[config.mk]
export PLATFORM = sky130hd
export DESIGN_NAME = multi_button_detector_flat
export DESIGN_NICKNAME = d
export VERILOG_FILES = /design/src/rtl/multi_button_detector_if.sv /design/src/rtl/multi_button_detector.sv /design/src/flat_wrapper.sv
export SDC_FILE = /design/constraint.sdc
export NUM_CORES = 1
export LEC_CHECK = 0
export BUFFER_PORTS_ARGS = -buffer_cell sky130_fd_sc_hd__buf_2
export CELL_PAD_IN_SITES_DETAIL_PLACEMENT = 0
export CELL_PAD_IN_SITES_GLOBAL_PLACEMENT = 1
export CORE_MARGIN = 2
export CORE_UTILIZATION = 28
export CTS_CLUSTER_DIAMETER = 60
export CTS_CLUSTER_SIZE = 16
export DETAILED_ROUTE_END_ITERATION = 8
export PLACE_DENSITY_LB_ADDON = 0.25
export SLEW_MARGIN = 25
export SYNTH_ARGS = -nofsm -noshare
export SYNTH_HDL_FRONTEND = slang
export SYNTH_SLANG_ARGS = --single-unit
[constraint.sdc]
create_clock -name clk -period 2.1 [get_ports clk]
set_input_delay 0 -clock clk [delete_from_list [all_inputs] [get_ports clk]]
set_output_delay 0 -clock clk [all_outputs]
set_load 0.01 [all_outputs]
[src/rtl/multi_button_detector_if.sv]
// multi_button_detector_if: button pins in, debounced level plus event/long-press pulses out.
interface multi_button_detector_if #(
    parameter int N_CH = 4
);
    logic [N_CH-1:0] in;
    logic [N_CH-1:0] level;
    logic [N_CH-1:0] out;
    logic [N_CH-1:0] long_press;
    modport master (output in, input level, out, long_press);
    modport slave (input in, output level, out, long_press);
endinterface

[src/rtl/multi_button_detector.sv]
// multi_button_detector: per-channel sync, counter debounce, edge events and long-press detection.
// Define MBD_AUTO_REPEAT_EN to add auto-repeat pulses on out while a long press is held.
module multi_button_detector #(
    parameter int N_CH          = 4,
    parameter int SYNC_STAGES   = 2,
    parameter int DB_CYCLES     = 1000000,
    parameter int LONG_CYCLES   = 50000000,
    parameter int EDGE_MODE     = 0,
    parameter int ACTIVE_LOW_IN = 0,
    parameter int RPT_CYCLES    = 10000000
) (
    input logic clk,
    input logic rst,
    multi_button_detector_if.slave bus
);
    localparam int DW = $clog2(DB_CYCLES + 1);
    localparam int HW = $clog2(LONG_CYCLES + 1);
    localparam int EM = (EDGE_MODE >= 0 && EDGE_MODE <= 2) ? EDGE_MODE : 0;
    localparam logic [DW-1:0] DB_LAST = DW'(DB_CYCLES - 1);
    localparam logic [HW-1:0] HOLD_MAX = HW'(LONG_CYCLES);
    localparam logic [HW-1:0] HOLD_LAST = HW'(LONG_CYCLES - 1);

    if (N_CH < 1 || SYNC_STAGES < 2 || DB_CYCLES < 1 || LONG_CYCLES < 1 || RPT_CYCLES < 1) begin : g_param_check
        $error("multi_button_detector: parameter out of range");
    end

    for (genvar i = 0; i < N_CH; i++) begin : g_ch
        logic [SYNC_STAGES-1:0] sync;
        logic [DW-1:0] db_cnt;
        logic [HW-1:0] hold;
        logic p, s, lvl, lvl_d, rise, fall, ev, rpt_pulse, o, lp;
        assign p = (ACTIVE_LOW_IN != 0) ? ~bus.in[i] : bus.in[i];
        assign s = sync[SYNC_STAGES-1];
        assign rise = lvl & ~lvl_d;
        assign fall = ~lvl & lvl_d;
        assign ev = (EM == 1) ? fall : (EM == 2) ? (rise | fall) : rise;

        always_ff @(posedge clk or negedge rst) begin
            if (!rst) begin
                sync   <= '0;
                db_cnt <= '0;
                lvl    <= 1'b0;
                lvl_d  <= 1'b0;
                hold   <= '0;
                lp     <= 1'b0;
                o      <= 1'b0;
            end else begin
                sync <= {sync[SYNC_STAGES-2:0], p};
                if (s == lvl) begin
                    db_cnt <= '0;
                end else if (db_cnt == DB_LAST) begin
                    lvl    <= s;
                    db_cnt <= '0;
                end else begin
                    db_cnt <= db_cnt + DW'(1);
                end
                lvl_d <= lvl;
                hold  <= !lvl ? '0 : (hold == HOLD_MAX) ? hold : hold + HW'(1);
                // fires only on the step into saturation, so once per press
                lp    <= lvl && hold == HOLD_LAST;
                o     <= ev | rpt_pulse;
            end
        end

`ifdef MBD_AUTO_REPEAT_EN
        localparam int RW = $clog2(RPT_CYCLES + 1);
        localparam logic [RW-1:0] RPT_LAST = RW'(RPT_CYCLES - 1);
        logic [RW-1:0] rpt;
        logic armed;
        assign armed = lvl && hold == HOLD_MAX;
        assign rpt_pulse = (EM != 1) && armed && rpt == RPT_LAST;
        always_ff @(posedge clk or negedge rst) begin
            if (!rst) rpt <= '0;
            else rpt <= (!armed || rpt == RPT_LAST) ? '0 : rpt + RW'(1);
        end
`else
        assign rpt_pulse = 1'b0;
`endif

        assign bus.level[i] = lvl;
        assign bus.out[i] = o;
        assign bus.long_press[i] = lp;
    end
endmodule

[src/flat_wrapper.sv]
// flat-port wrapper written by rule: the top's interface ports become plain ports
module multi_button_detector_flat 
#(
    parameter int N_CH          = 4,
    parameter int SYNC_STAGES   = 2,
    parameter int DB_CYCLES     = 1000000,
    parameter int LONG_CYCLES   = 50000000,
    parameter int EDGE_MODE     = 0,
    parameter int ACTIVE_LOW_IN = 0,
    parameter int RPT_CYCLES    = 10000000
)
  (clk, rst, bus_in, bus_level, bus_out, bus_long_press);
  multi_button_detector_if #(.N_CH(N_CH)) bus_i ();
  input logic clk;
  input logic rst;
  input wire logic [$bits(bus_i.in)-1:0] bus_in;
  output wire logic [$bits(bus_i.level)-1:0] bus_level;
  output wire logic [$bits(bus_i.out)-1:0] bus_out;
  output wire logic [$bits(bus_i.long_press)-1:0] bus_long_press;
  assign bus_i.in = bus_in;
  assign bus_level = bus_i.level;
  assign bus_out = bus_i.out;
  assign bus_long_press = bus_i.long_press;
  multi_button_detector #(.N_CH(N_CH), .SYNC_STAGES(SYNC_STAGES), .DB_CYCLES(DB_CYCLES), .LONG_CYCLES(LONG_CYCLES), .EDGE_MODE(EDGE_MODE), .ACTIVE_LOW_IN(ACTIVE_LOW_IN), .RPT_CYCLES(RPT_CYCLES)) u_core (.clk(clk), .rst(rst), .bus(bus_i));
endmodule
==> run metrics, run 1 <==
post-synthesis cell count=1,090; Yosys top cell area share=between 40% and 50%; Synth Cell Area=around 10,000 sq um; HPWL Detailed=roughly 16 mm; Die Span Y=approximately 200 um; TritonRoute pass-1 iters=4; Total Routing Usage GR=approximately an eighth; grt ovf=0; initial core utilization=between 20% and 30%; die area=39,000 sq um; # placed instances=1,604; P per Cell Area=~740 nW/um^2; dominant cell type by area after synthesis=dfrtp_1; clk sinks=about 210; Synth area leaders=dfrtp_1 (50%), xnor2_1 (5.5%), nor2_1 (4.2%), a21oi_1 (3.2%), nand3_1 (2.8%); Worst-Margin Slew=approximately 0.54 ns; Routed WL=between 20 and 25 mm; vias in the first global route=8,191; violations in the final reports=negative hold slack; final setup fails=0; Post-synth EDFFs=0; Most used DFF post-synth=dfrtp_1; commonest non-fill, non-tap cell in the layout=dfrtp_1; wire per inst=around 14 um; clock latency on the worst-skew pair=0.53 ns; layout cells sized above 1=a little over an eighth; worst hold slack=-0.000287 ns; final hold viol count=1; Worst-path clk slew=approximately 0.07 ns; met3 Use GR=1.91%; YS warnings=0; H-tree depth=1; #FFs+latches synth=208; CP Class=flop to flop; Leak Pwr=about 4.8 nW; Fillers=roughly 3.7k; Distinct cells, synth=50; largest net degree at the start of global routing=between 60 and 70; most frequent cells in the layout=dfrtp_1 (207), nor2_1 (116), buf_4 (73), a21oi_1 (68); Worst EP arrival=roughly 2.4 ns; IO Count=18; Post-DRT Antenna Nets=0; initial antenna violation count=0; min-delay worst type=primary input to async pin; first-pass GRT wire length=around 41 mm; Max Slew Vio Count=0; final cycle utilization of the critical path=approximately 95%; Rel. slew slack=a little over three fifths; placement-stage worst setup slack=a little under 0.08 ns; Max IR drop VDD=between 400 and 500 uV; Final GP Congestion=approximately 0.75; post-synthesis sequential area ratio=between 40 and 50%; Area growth, synth to finish=20.0%; port buffer count=17; Crit path required time=2.55 ns; Via density=4.93; final non-filler cell total=approximately 1.7k; Min Clock Period, post-route=between 1.5 and 2 ns; CTS tree=built; critical path fanouts, max=8; Die X=a little under 200 um; Async S/R FF share, synth=100%; Syn Area/Cell=approximately 9.6 sq um; core area=approximately 37,000 sq um; routed vias=roughly 8.2k; M1 GR Usage=17.8%; CTS Buffer Depth=3; Max Cap Viol=0; CTS Root Cell=clkbuf_16; Antenna Cells=0; total chip power=approximately 9.2 mW; Synth Net Count=about 1.1k; Final WS setup=about 0.11 ns; Layout Nets=around 1.2k; total CTS buffers=26; fmax=~500 MHz; number of remaining DRC errors=0; busiest grt layer=met2; crit start category=flop; crit end category=flop; Rows=70; outcome=finished with violations; clock skew=about 0.01 ns; met2 GRT Util=between 15 and 20%; Iteration-0 DRC Markers=416
-- repair_timing --
item | in CTS | in global routing
hold buffers | 5 | 0
setup buffers | 0 | 3
gates resized for setup | 0 | 5
setup endpoints to repair | 0 | 12
hold endpoints to repair | 212 | 0
-- per-stage QoR --
stage	hold WS, ns	util, %	area [sq um]	TNS [ns]
global placement	-0.0134	31.4	11500	0
global route	0.0584	34.3	12600	-0.0516
finish	-0.000287	34.3	12600	0
floorplan	-0.296	-	10500	0
detailed placement	0.00121	31.4	11500	0
CTS	0.0175	34.1	12500	0
-- cells in the mapped netlist, drive strengths merged (33+ instances only) --
cell	count
dfrtp	208
or3	34
o31ai	34
nor3	33
nor2	116
nand4	46
or4	34
nand2	66
nand3	60
a21oi	68
inv	46
xnor2	66
nor4	34
-- critical path, stage by stage, from the launching register on --
cell and delay (ns):
dfrtp_1 0.40, ha_2 0.20, nand3_1 0.11, or4_4 0.56, or4_1 0.49, a21oi_1 0.16
-- power breakdown --
part	internal, mW	switching [mW]	leakage [nW]
Sequential	4.03	0.0226	2.88
Clock	3.06	1.94	0.471
Combinational	0.0562	0.133	1.47
-- cells by family after synthesis --
kind of cell,synth area share [%]
muxes,1.10
and+or+nand+nor,27.2
adders and majority gates,1.43
xor gates and xnor gates,8.19
DFF,49.7
buffers and inverters,3.80
AOI/OAI and AO/OA,8.61
-- registers in the layout (all words and copies together), names as in the netlist --
signal              count
u_core.g_ch.lvl_d       4
u_core.g_ch.o           4
u_core.g_ch.hold      104
u_core.g_ch.db_cnt     80
u_core.g_ch.lp          4
u_core.g_ch.sync        8
u_core.g_ch.lvl         4
-- layer usage --
| layer | part of all wire [%] | up-vias |
|---|---|---|
| met5 | 0 | - |
| met3 | 3.0 | 25 |
| met4 | 1.7 | 0 |
| met1 | 50 | 3962 |
| li1 | - | 4105 |
| met2 | 45 | 87 |
-- final cells by class --
| type | count | area [sq um] | area share, % |
|---|---|---|---|
| sequential | 208 | 5210 | 41.4 |
| clock inverter | 20 | 280 | 2.23 |
| inverter | 48 | 180 | 1.43 |
| multi-input combinational | 791 | 4890 | 38.9 |
| clock buffer | 28 | 689 | 5.48 |
| timing repair buffer | 97 | 733 | 5.83 |
| tap | 468 | 586 | 4.66 |
-- path summary, 6_finish.rpt --
path                                   startpoint                       end  slack (ns)  cells after the start
max                        u_core.g_ch[1].hold[1]   u_core.g_ch[1].hold[24]        0.11                      5
min                                           rst  u_core.g_ch[1].db_cnt[0]     -0.0003                      2
max reg2reg                u_core.g_ch[1].hold[1]   u_core.g_ch[1].hold[24]        0.11                      5
min reg2reg                u_core.g_ch[3].sync[0]    u_core.g_ch[3].sync[1]        0.35                      0
max in group asynchronous                     rst    u_core.g_ch[3].hold[2]        1.33                      3
min in group clk                        bus_in[0]    u_core.g_ch[0].sync[0]        0.11                      2
No activity file was read; power rests on OpenSTA's default activity.
==> run 2, diff against run 1 <==
--- a/config.mk
+++ b/config.mk
@@ -6,10 +6,11 @@
 export NUM_CORES = 1
 export LEC_CHECK = 0
 export BUFFER_PORTS_ARGS = -buffer_cell sky130_fd_sc_hd__buf_2
+export CAP_MARGIN = 20
 export CELL_PAD_IN_SITES_DETAIL_PLACEMENT = 0
 export CELL_PAD_IN_SITES_GLOBAL_PLACEMENT = 1
 export CORE_MARGIN = 2
-export CORE_UTILIZATION = 28
+export CORE_UTILIZATION = 45
 export CTS_CLUSTER_DIAMETER = 60
 export CTS_CLUSTER_SIZE = 16
 export DETAILED_ROUTE_END_ITERATION = 8
==> constraint.sdc (replaced) <==
create_clock -name clk -period 2.1 [get_ports clk]
set_input_delay 0.21 -clock clk [delete_from_list [all_inputs] [get_ports clk]]
set_output_delay 0.21 -clock clk [all_outputs]
set_load 0.01 [all_outputs]
==> run 2 against run 1 <==
- the flow now finishes without violations
- register-to-register slack hardly changed
- total power is 11% lower
- sequential power hardly changed
- combinational power is 4% lower
- via count is 1.4% lower
- cell count is 11% lower
- clock skew is 0.00076 ns higher
- worst hold slack better by 0.19 ns
- final area is 4.2% lower
- core utilization is 19 points higher
- largest power group is now registers
==> run metrics, run 2 (same netlist as run 1, synthesis figures left out) <==
outcome=completed; min-delay worst type=primary input to async pin; Rel. slew slack=61.3% (-1.9 points); crit start category=flop; Worst-path clk slew=0.07 ns (about the same); CP Class=flop to flop; Worst EP arrival=2.42 ns (-0.02 ns); Total Routing Usage GR=17.8% (+5.3 points); initial core utilization=46.0% (+17 points); clk sinks=208 (unchanged); commonest non-fill, non-tap cell in the layout=dfrtp_1; number of remaining DRC errors=0 (unchanged); Fillers=2,059 (-45%); TritonRoute pass-1 iters=5 (+1); crit end category=flop; Final GP Congestion=0.820 (+9.9%); RR Endpoint=u_core.g_ch[2].db_cnt[18]; Max IR drop VDD=733 uV (+67%); final cycle utilization of the critical path=94.4% (-0.17 points); net switching power=1.88 mW (-10%); CTS Root Cell=clkbuf_16; setup TNS=0 ns (unchanged); H-tree depth=1 (unchanged); RR Startpoint=u_core.g_ch[2].db_cnt[0]; Post-DRT Antenna Nets=0 (unchanged); clock skew=0.0106 ns (+0.000757 ns); Max Slew Vio Count=0 (unchanged); worst hold slack=0.187 ns (+0.187 ns); first-pass GRT wire length=36.9 mm (-9.4%); initial antenna violation count=0 (unchanged); Die Span Y=157 um (-21%); Layout Nets=1,171 (-1.6%); CTS Buffer Depth=3 (unchanged); Worst-Margin Slew=0.575 ns (+0.0305 ns); CTS tree=built; final setup fails=0 (unchanged); P per Cell Area=679 nW/um^2 (-7.6%); Sw Ratio=23.0% (+0.31 points); placement-stage worst setup slack=0.0428 ns (-0.0353 ns); Crit path required time=2.54 ns (about the same); Gate power share=2.2% (+0.2 points); clock latency on the worst-skew pair=0.51 ns (-0.02 ns); fmax=505 MHz (+0.18%); core area=22,800 sq um (-38%); Antenna Cells=0 (unchanged); critical path fanouts, max=7 (-1); HPWL Detailed=14.1 mm (-9.3%); Largest Register=u_core.g_ch.hold; R2R Setup Slk=0.12 ns (about the same); die area=24,500 sq um (-37%); Flop pwr share=49.6% (+5.7 points); largest net degree at the start of global routing=52 (-20%); Reg2Reg Depth=5 (unchanged); RSZ-0062 raised after global routing=false; Min Clock Period, post-route=1.98 ns (-0.00352 ns); grt ovf=0 (unchanged); wire per inst=14.1 um (+0.60%); Die X=157 um (-21%); vias in the first global route=7,776 (-5.1%); port buffer count=17 (unchanged); cell-internal power=6.30 mW (-12%); Rows=55 (-21%); most frequent cells in the layout=dfrtp_1 (208), nor2_1 (116), a21oi_1 (68), nand2_1 (66), xnor2_1 (66); max FFs per register=104 (unchanged); routed vias=8,066 (-1.4%); Final WS setup=0.118 ns (+0.00352 ns); Top Registers=u_core.g_ch.hold: 104 flops, u_core.g_ch.db_cnt: 80 flops, u_core.g_ch.sync: 8 flops; Via density=5.45 (+11%); clock power share=48.2% (-5.9 points); final core occ=52.9% (+19 points); IO Count=18 (unchanged); total CTS buffers=22 (-15%); layout cells sized above 1=11.5% (-1.9 points); Leak Pwr=4.64 nW (-3.7%); Max Cap Viol=0 (unchanged); Iteration-0 DRC Markers=470 (+13%); final hold viol count=0 (-1); Area growth, synth to finish=15.0%; Routed WL=20.8 mm (-10%); total chip power=8.18 mW (-11%)
run 2: stage by stage:
step,area (sq um),instances
2_1_floorplan,10500,1090
3_3_place_gp,11200,1435
3_5_place_dp,11200,1435
4_1_cts,12000,1479
5_1_grt,12000,1481
6_report,12000,1481
run 2: power groups by stage:
stage          clock [mW]  combinational, mW  sequential (mW)
6_report             3.95              0.181             4.06
5_1_grt              4.23              0.216             4.06
4_1_cts              4.07              0.191             4.05
3_5_place_dp            0              0.184             4.13
3_3_place_gp            0              0.183             4.13
2_1_floorplan           0             0.0562             4.13
run 2: worst max-delay path: stages, from the launching register on:
cell     delay, ns
dfrtp_1       0.40
ha_1          0.18
nand4_1       0.10
or4_4         0.60
or4_1         0.48
a21oi_1       0.15
run 2: layout make-up:
cell class	count	area (sq um)	area share, %
clock buffer	24	589	4.89
clock inverter	15	150	1.25
inverter	48	180	1.50
multi-input combinational	791	4900	40.7
sequential	208	5200	43.2
tap	313	392	3.25
timing repair buffer	82	633	5.26
run 2: worst max-delay path by stage:
stage,from,end,slack (ns),cells past startpoint
floorplan,u_core.g_ch[2].db_cnt[0],u_core.g_ch[2].db_cnt[18],0.09,6
global placement,u_core.g_ch[2].db_cnt[0],u_core.g_ch[2].db_cnt[18],0.10,5
detailed placement,u_core.g_ch[1].hold[5],u_core.g_ch[1].hold[23],0.04,4
CTS,u_core.g_ch[1].hold[1],u_core.g_ch[1].hold[20],0.03,5
global route,u_core.g_ch[0].hold[2],u_core.g_ch[0].hold[24],0.008,4
finish,u_core.g_ch[2].db_cnt[0],u_core.g_ch[2].db_cnt[18],0.12,5
run 2: repair_timing:
| action | CTS | global route |
|---|---|---|
| gates resized for setup | 0 | 5 |
| endpoints found under the hold margin | 182 | 0 |
| endpoints found under the setup margin | 0 | 13 |
| setup buffers | 0 | 2 |
| hold buffers | 5 | 0 |
run 2: layer usage:
layer | wire [um] | share of wire, % | GRT usage (%)
met1 | 10400 | 50 | 25.4
met2 | 9550 | 46 | 28.9
met3 | 530 | 2.5 | 2.38
met4 | 393 | 1.9 | 4.11
met5 | 0 | 0 | 0
